`src/rtl/fifo_pkg.sv`:
```
// Shared defaults and encodings for the RAM-backed FIFO controller and its pointer sub-module.
package fifo_pkg;

   localparam int DATA_W_DEF = 8;
   localparam int ADDR_W_DEF = 4;

   // Which side wins the single RAM port when push and pop collide.
   typedef enum logic {
      PRIO_POP  = 1'b0,
      PRIO_PUSH = 1'b1
   } prio_e;

   typedef enum logic [1:0] {
      GNT_IDLE = 2'd0,
      GNT_WR   = 2'd1,
      GNT_RD   = 2'd2
   } gnt_e;

   function automatic int fifo_depth(input int addr_w);
      return 1 << addr_w;
   endfunction

endpackage

```
`src/rtl/fifo_ptr.sv`:
```
// ADDR_W+1 bit FIFO pointer; the MSB is the wrap bit, the low bits address the RAM.
module fifo_ptr
   import fifo_pkg::*;
#(
   parameter int ADDR_W = ADDR_W_DEF
) (
   input  logic              ck,
   input  logic              rst_n,
   input  logic              i_inc,
   output logic [ADDR_W:0]   o_ptr
);

   localparam logic [ADDR_W:0] PTR_ONE = (ADDR_W+1)'(1);

   logic [ADDR_W:0] r_ptr;

   always_ff @(posedge ck or negedge rst_n) begin
      if (!rst_n) begin
         r_ptr <= '0;
      end else if (i_inc) begin
         r_ptr <= r_ptr + PTR_ONE;
      end
   end

   assign o_ptr = r_ptr;

endmodule

```
`src/rtl/fifo_ram_ctrl.sv`:
```
// Push/pop FIFO front end driving a single-port synchronous RAM, one access per cycle.
// Optional sticky overflow/underflow outputs are enabled with FIFO_RAM_CTRL_ERR_EN.
module fifo_ram_ctrl
   import fifo_pkg::*;
#(
   parameter int DATA_W = DATA_W_DEF,
   parameter int ADDR_W = ADDR_W_DEF
) (
   input  logic              ck,
   input  logic              rst_n,
   input  logic              push_valid,
   input  logic [DATA_W-1:0] push_data,
   output logic              push_ready,
   input  logic              pop_req,
   output logic              pop_ready,
   output logic [DATA_W-1:0] pop_data,
   output logic              pop_valid,
   output logic              full,
   output logic              empty,
   output logic [ADDR_W:0]   count,
`ifdef FIFO_RAM_CTRL_ERR_EN
   output logic              ovf,
   output logic              udf,
`endif
   output logic              ram_cs,
   output logic              ram_we,
   output logic [ADDR_W-1:0] ram_addr,
   output logic [DATA_W-1:0] ram_wdata,
   input  logic [DATA_W-1:0] ram_rdata
);

   localparam int              DEPTH   = fifo_depth(ADDR_W);
   localparam logic [ADDR_W:0] DEPTH_C = (ADDR_W+1)'(DEPTH);

   logic [ADDR_W:0] w_wr_ptr;
   logic [ADDR_W:0] w_rd_ptr;
   logic [ADDR_W:0] w_count;
   logic            w_full;
   logic            w_empty;
   logic            w_want_w;
   logic            w_want_r;
   logic            w_gnt_w;
   logic            w_gnt_r;
   gnt_e            w_gnt;
   prio_e           r_prio;
   logic            r_pop_valid;

   fifo_ptr #(.ADDR_W(ADDR_W)) u_wr_ptr (
      .ck    (ck),
      .rst_n (rst_n),
      .i_inc (w_gnt_w),
      .o_ptr (w_wr_ptr)
   );

   fifo_ptr #(.ADDR_W(ADDR_W)) u_rd_ptr (
      .ck    (ck),
      .rst_n (rst_n),
      .i_inc (w_gnt_r),
      .o_ptr (w_rd_ptr)
   );

   // Wrap-bit pointers make the difference the exact occupancy, 0..DEPTH.
   assign w_count = w_wr_ptr - w_rd_ptr;
   assign w_full  = (w_count == DEPTH_C);
   assign w_empty = (w_count == '0);

   assign w_want_w = push_valid && !w_full;
   assign w_want_r = pop_req && !w_empty;

   always_comb begin
      w_gnt = GNT_IDLE;
      if (w_want_w && w_want_r) begin
         w_gnt = (r_prio == PRIO_PUSH) ? GNT_WR : GNT_RD;
      end else if (w_want_w) begin
         w_gnt = GNT_WR;
      end else if (w_want_r) begin
         w_gnt = GNT_RD;
      end
   end

   assign w_gnt_w = (w_gnt == GNT_WR);
   assign w_gnt_r = (w_gnt == GNT_RD);

   assign push_ready = !w_full  && !(w_want_r && w_gnt_r);
   assign pop_ready  = !w_empty && !(w_want_w && w_gnt_w);

   // Round-robin: the side that just won a contended cycle loses the next one.
   always_ff @(posedge ck or negedge rst_n) begin
      if (!rst_n) begin
         r_prio <= PRIO_POP;
      end else if (w_want_w && w_want_r) begin
         r_prio <= (r_prio == PRIO_POP) ? PRIO_PUSH : PRIO_POP;
      end
   end

   always_ff @(posedge ck or negedge rst_n) begin
      if (!rst_n) begin
         r_pop_valid <= 1'b0;
      end else begin
         r_pop_valid <= w_gnt_r;
      end
   end

   always_comb begin
      ram_cs    = 1'b0;
      ram_we    = 1'b0;
      ram_addr  = w_rd_ptr[ADDR_W-1:0];
      ram_wdata = '0;
      if (w_gnt_w) begin
         ram_cs    = 1'b1;
         ram_we    = 1'b1;
         ram_addr  = w_wr_ptr[ADDR_W-1:0];
         ram_wdata = push_data;
      end else if (w_gnt_r) begin
         ram_cs    = 1'b1;
      end
   end

`ifdef FIFO_RAM_CTRL_ERR_EN
   logic r_ovf;
   logic r_udf;

   always_ff @(posedge ck or negedge rst_n) begin
      if (!rst_n) begin
         r_ovf <= 1'b0;
         r_udf <= 1'b0;
      end else begin
         if (push_valid && w_full) begin
            r_ovf <= 1'b1;
         end
         if (pop_req && w_empty) begin
            r_udf <= 1'b1;
         end
      end
   end

   assign ovf = r_ovf;
   assign udf = r_udf;
`endif

   assign pop_valid = r_pop_valid;
   assign pop_data  = ram_rdata;
   assign full      = w_full;
   assign empty     = w_empty;
   assign count     = w_count;

endmodule

```
`config.mk`:
```
export PLATFORM = sky130hd
export DESIGN_NAME = fifo_ram_ctrl
export DESIGN_NICKNAME = d
export VERILOG_FILES = /design/src/rtl/fifo_pkg.sv /design/src/rtl/fifo_ptr.sv /design/src/rtl/fifo_ram_ctrl.sv
export SDC_FILE = /design/constraint.sdc
export NUM_CORES = 1
export LEC_CHECK = 0
export CORE_MARGIN = 1
export CORE_UTILIZATION = 38
export CTS_BUF_LIST = sky130_fd_sc_hd__clkbuf_16
export CTS_CLUSTER_DIAMETER = 120
export CTS_CLUSTER_SIZE = 25
export DETAILED_ROUTE_END_ITERATION = 6
export PLACE_DENSITY_LB_ADDON = 0.15
export REMOVE_ABC_BUFFERS = 1
export SLEW_MARGIN = 5
export SYNTH_ARGS = -nofsm -noshare
export SYNTH_HDL_FRONTEND = slang
export SYNTH_SLANG_ARGS = --single-unit
export TNS_END_PERCENT = 30
```
`constraint.sdc`:
```
create_clock -name ck -period 4 [get_ports ck]
set_input_delay 0.8 -clock ck [delete_from_list [all_inputs] [get_ports ck]]
set_output_delay 0.8 -clock ck [all_outputs]
set_load 0.05 [all_outputs]
```
==> flow_summary.toml, run 1 <==
[status]
outcome = "complete, no violations"

[floorplan]
fp-row-count = 17
ios = 52
initial_core_util_pct = 41.6
core_um2 = 2300
die_width_um = 52.1
die_area_um2 = 2720
dieHeight_um = 52.1

[grt]
grt_pass1_wl_um = 3770
grt_pass1_vias = 794
grt_max_degree = 13
overflow = 0
antenna_found_initial = 0
grt_usage_pct = 19.5

[synthesis]
synthTopCellsByArea = "dfrtp_1 (31%), ha_1 (10%), xnor2_1 (6.4%)"
syn_area_um2 = 955
synth_seq_cells = 12
synth_top_cell_by_area = "dfrtp_1"
synth.avg_cell_area_um2 = 9.36
synthCells = 102
synth_commonest_cells = "dfrtp_1 (12), inv_1 (10), and2_1 (8), buf_4 (8), ha_1 (8)"
synth.distinct_cells = 31
synth_top_area_share_pct = 31.5
async_reset_ff_share_pct = 100
ys_warn_count = 0
synth_edf_count = 0
seq_area_frac_synth_pct = 31.5
yosysMostFrequentCell = "dfrtp_1"
synthFlopType = "dfrtp_1"

[critical_path]
r2r_cells = 12
timing.rr.end = "u_wr_ptr.o_ptr[1]$_DFFE_PN0N_"
reg2reg_setup_slack_ps = 870
r2r-start = "u_wr_ptr.o_ptr[0]$_DFFE_PN0N_"
cp_data_required_time_ps = 3200
crit_fanout = 7
critPathLaunchType = "flip-flop"
worst_setup_path_end_kind = "output port"
critPathKind = "flip-flop to output port"
worstPathArrival_ps = 3200

[drt]
routedWlPerCell_um = 13.9
routed-wl-met3_um = 148
route.detailed.drc = 0
vias = 847
drt-met1-wl_um = 1020
maxUsedRoutingLayer = "met4"
route.met2.wl_um = 1140
ant_nets = 0
drtPass1Iterations = 4
viasPerCell = 5.04
route.final.wire_length_um = 2340
drt_iter0_drc = 14

[sta]
hold_viol_final = 0
setup_slack_ps = 1.99
rsz0062_at_grt = "true"
clock_skew_ps = 1.08
worst_pin_slew_ps = 503
max_freq_ghz = 0.250
slew_viol_final = 0
min_period_ps = 4000
max_slew_margin_pct = 66.3
fin_hold_ws_ps = 485
period_share_pct = 100
setup_viol = 0

[layout]
layout-drive-gt1-share_pct = 37.9
post-route-util_pct = 71.4
n_antenna_cell = 0
nets = 171
nFillCells = 182
area_growth_pct = 71.7
final_cells = 168

[worst_hold_path]
min_from = "u_rd_ptr.o_ptr[4]$_DFFE_PN0N_"
min_to = "u_rd_ptr.o_ptr[4]$_DFFE_PN0N_"
whs_path_depth = 1
hp-class = "flip-flop to flip-flop"

[place]
dp_slack_ps = -42.1
routabilityCongestion = 0.800
dp_cells = 157
dp_hpwl_um = 1760
io_buffers = 35

[cts]
cts_tree = "done"
numCtsBuffers = 3
cts_hold_buf = 0
clkLatencyLatePin_ps = 240
cts_root_buf = "clkbuf_16"
cts.sinks = 12
htree_levels = 1
path_clk_slew_ps = 40
ctsLongestPathBuffers = 2

[flow_run]
cap_violations = 0
-- through the flow --
step | instance area (um^2) | setup TNS, ps
5_1_grt | 1640 | -336
4_1_cts | 1520 | 0
3_5_place_dp | 1420 | -42.1
6_report | 1640 | 0
2_1_floorplan | 872 | -15410
3_3_place_gp | 1420 | 0
-- cell type report --
| type | count | area [um^2] | share of cell area [%] |
|---|---|---|---|
| clock buffer | 3 | 75.1 | 4.58 |
| inverter | 10 | 37.5 | 2.29 |
| multi-input combinational | 68 | 608 | 37.1 |
| sequential | 12 | 300 | 18.3 |
| tap | 28 | 35.0 | 2.14 |
| timing repair buffer | 47 | 583 | 35.6 |
-- cell families (layout without fill, tap and decap cells) --
group / after synthesis / in the layout / share of synthesized area [%]
and+or+nand+nor: 30 / 30 / 18.2
buffers and inverters: 22 / 60 / 12.6
AOI/OAI and AO/OA: 15 / 15 / 11.8
xor gates and xnor gates: 12 / 12 / 11.0
DFF: 12 / 12 / 31.5
adders and majority gates: 9 / 9 / 12.6
muxes: 2 / 2 / 2.36
-- worst max-delay path, cell delays in order, from the launching register on --
cell and delay, ps:
dfrtp_1 380, inv_1 70, ha_2 180, inv_2 40, fa_2 470, nor3b_2 170, nand4b_1 280, and2_4 290
a311o_1 380, ha_4 200, o21ai_0 220, buf_4 160, buf_12 120
-- worst max-delay path by stage --
stage	from	endpoint	slack, ps
after floorplan	u_wr_ptr.o_ptr[0]$_DFFE_PN0N_	ram_addr[2]	-1350
final	u_wr_ptr.o_ptr[0]$_DFFE_PN0N_	ram_addr[1]	2
after global placement	u_wr_ptr.o_ptr[0]$_DFFE_PN0N_	ram_addr[3]	90
after global routing	u_wr_ptr.o_ptr[0]$_DFFE_PN0N_	ram_addr[1]	-80
after CTS	u_wr_ptr.o_ptr[0]$_DFFE_PN0N_	ram_addr[3]	20
after detailed placement	u_wr_ptr.o_ptr[0]$_DFFE_PN0N_	ram_addr[3]	-40
-- metal layers --
metal,global-route usage [%],vias up
li1,-,416
met1,22.3,395
met2,30.3,33
met3,8.19,3
met4,10.8,0
met5,0,-
-- state kept, by name, summed over array words and instances, names as in the netlist --
register	flops
u_rd_ptr.o_ptr	5
u_wr_ptr.o_ptr	5
r_prio	1
pop_valid	1
-- layout by cell type (no fill, tap or decap), types with 3 or more instances in the layout --
cell,instances
clkbuf_16,3
nand2_1,7
inv_1,9
xor2_1,5
xnor2_1,7
and2_4,9
buf_12,14
nand4_1,5
clkdlybuf4s50_1,17
ha_1,5
buf_4,13
dfrtp_1,12
-- timing repair --
item / CTS / global route
buffers inserted: 1 / 7
endpoints found under the setup margin: 14 / 15
pin swaps: 3 / 6
resized for setup: 3 / 26
gates cloned: 0 / 0
Power of run 1 is not shown: default switching activity piles up to over one toggle a cycle in this logic, so the estimate is an artifact.
==> run 2: changes to the inputs <==
- CAP_MARGIN: not set -> 20
==> results of run 2 <==
The final DEF is identical to that of run 1; final timing and power are the same.
Power of run 2 is left out for the same reason.
==> run 3: changes to the inputs <==
==> constraint.sdc (replaced) <==
create_clock -name ck -period 4 [get_ports ck]
set_input_delay 0.4 -clock ck [delete_from_list [all_inputs] [get_ports ck]]
set_output_delay 0.4 -clock ck [all_outputs]
set_load 0.05 [all_outputs]
==> run 3 against run 2 <==
Net effect:
- fmax grew 9.2%
- flip-flop and latch count is the same
- global-route usage shrank 1.4 points
- critical path depth shrank 1
- first-iteration DRC count shrank 21%
- highest routed layer unchanged
- non-clock buffer count shrank 9
- die area is the same
- sequential share of layout area grew 1.9 points
- routed wire length shrank 12%
- clock skew is essentially flat
- hold slack is essentially flat
- largest cell class unchanged
==> flow_summary.toml, run 3 (synthesis results as in run 1) <==
[status]
outcome = "complete, no violations"

[cts]
cts_root_buf = "clkbuf_16"
cts.sinks = 12
post_cts_buffers = 0
cts_tree = "done"
path_clk_slew_ps = 40
clkLatencyLatePin_ps = 240
ctsLongestPathBuffers = 2
numCtsBuffers = 3
htree_levels = 1

[sta]
worst_pin_slew_ps = 524
period_share_pct = 91.5
max_freq_ghz = 0.273
max_slew_margin_pct = 65.0
clock_skew_ps = 1.46
hold_viol_final = 0
fin_hold_ws_ps = 485
slew_viol_final = 0
min_period_ps = 3660
rsz0062_at_grt = "false"
tns_ps = 0
setup_viol = 0

[layout]
nFillCells = 201
layout-drive-gt1-share_pct = 18.9
n_antenna_cell = 0
area_growth_pct = 55.2
postLayoutCellArea_um2 = 1480
post-route-util_pct = 64.5
nets = 162
final_cell_mix = "clkdlybuf4s50_1 (19), buf_12 (12), dfrtp_1 (12), inv_1 (10), and2_1 (8)"
final_common_cell = "clkdlybuf4s50_1"

[drt]
routedWlPerCell_um = 12.9
viasPerCell = 5.09
drtPass1Iterations = 4
routed-wl-met3_um = 126
drt_iter0_drc = 11
route.final.wire_length_um = 2060
vias = 815
route.met2.wl_um = 1020
drt-met1-wl_um = 882
maxUsedRoutingLayer = "met4"
ant_nets = 0
route.detailed.drc = 0

[floorplan]
fp-row-count = 17
core_um2 = 2300
die_area_um2 = 2720
initial_core_util_pct = 41.6
ios = 52
dieHeight_um = 52.1
die_width_um = 52.1

[critical_path]
reg2reg_setup_slack_ps = 930
crit_slowest_cell = "fa_1"
critPathKind = "flip-flop to output port"
timing.rr.end = "u_wr_ptr.o_ptr[1]$_DFFE_PN0N_"
worst_setup_path_end_kind = "output port"
critPathLaunchType = "flip-flop"
crit_start = "u_wr_ptr.o_ptr[0]$_DFFE_PN0N_"
r2r_cells = 11
cp_data_required_time_ps = 3600
cp_slowest_stage_delay_ps = 440
cpMostUsedCell = "inv_1"
path_cells = "inv_1 -> ha_1 -> inv_1 -> fa_1 -> nor3b_1 -> nand4b_1 -> a211oi_2 -> a311o_1 -> ha_2 -> mux2_2 -> buf_4"
worstPathArrival_ps = 3260
crit_fanout = 11
r2r-start = "u_wr_ptr.o_ptr[0]$_DFFE_PN0N_"

[grt]
grt_usage_pct = 18.1
grt_pass1_wl_um = 3490
grt_max_degree = 13
antenna_found_initial = 0
grt_pass1_vias = 762
overflow = 0

[worst_hold_path]
min_from = "u_wr_ptr.o_ptr[4]$_DFFE_PN0N_"
whs_path_depth = 1
min_to = "u_wr_ptr.o_ptr[4]$_DFFE_PN0N_"
hp-class = "flip-flop to flip-flop"

[place]
dp_hpwl_um = 1690
io_buffers = 35
post_dp_cell_area_um2 = 1400
routabilityCongestion = 0.802

[flow_run]
cap_violations = 0
-- run 3: timing repair --
| action | 4_1_cts | 5_1_grt |
|---|---|---|
| endpoints found under the setup margin | 0 | 10 |
| hold buffers | 0 | 0 |
| resized for setup | 0 | 3 |
-- run 3: critical path, delay by kind of cell, from the launching register on --
kind                       cells  cell delay (ps)
DFF                            1              410
adders and majority gates      3              940
muxes                          1              370
AOI/OAI and AO/OA              2              570
and+or+nand+nor                2              400
buffers and inverters          3              330
-- run 3: layer usage --
layer,up-vias,track usage [%]
met5,-,0
li1,405,-
met2,31,28.8
met4,0,9.46
met3,3,7.31
met1,376,20.4
-- run 3: cell type report --
cell class / instances / area [um^2] / share of cell area, %
well taps: 28 / 35.0 / 2.36
repair buffers: 38 / 493 / 33.3
clock inverters: 1 / 3.75 / 0.253
clock buffers: 3 / 75.1 / 5.07
flip-flops and latches: 12 / 300 / 20.3
inverters: 10 / 37.5 / 2.53
multi-input cells: 68 / 537 / 36.2
-- run 3: worst max-delay path by stage --
stage,endpoint,cells after the start
2_1_floorplan,ram_addr[2],10
3_3_place_gp,push_ready,12
3_5_place_dp,ram_cs,11
4_1_cts,push_ready,12
5_1_grt,ram_addr[0],11
6_report,ram_addr[0],11
-- run 3: per-stage QoR --
step           instances  setup WS, ps
6_report             160           338
5_1_grt              160           105
4_1_cts              160          58.9
3_5_place_dp         156           336
3_3_place_gp         156           361
2_1_floorplan         90          -953
Power of run 3 is left out for the same reason.
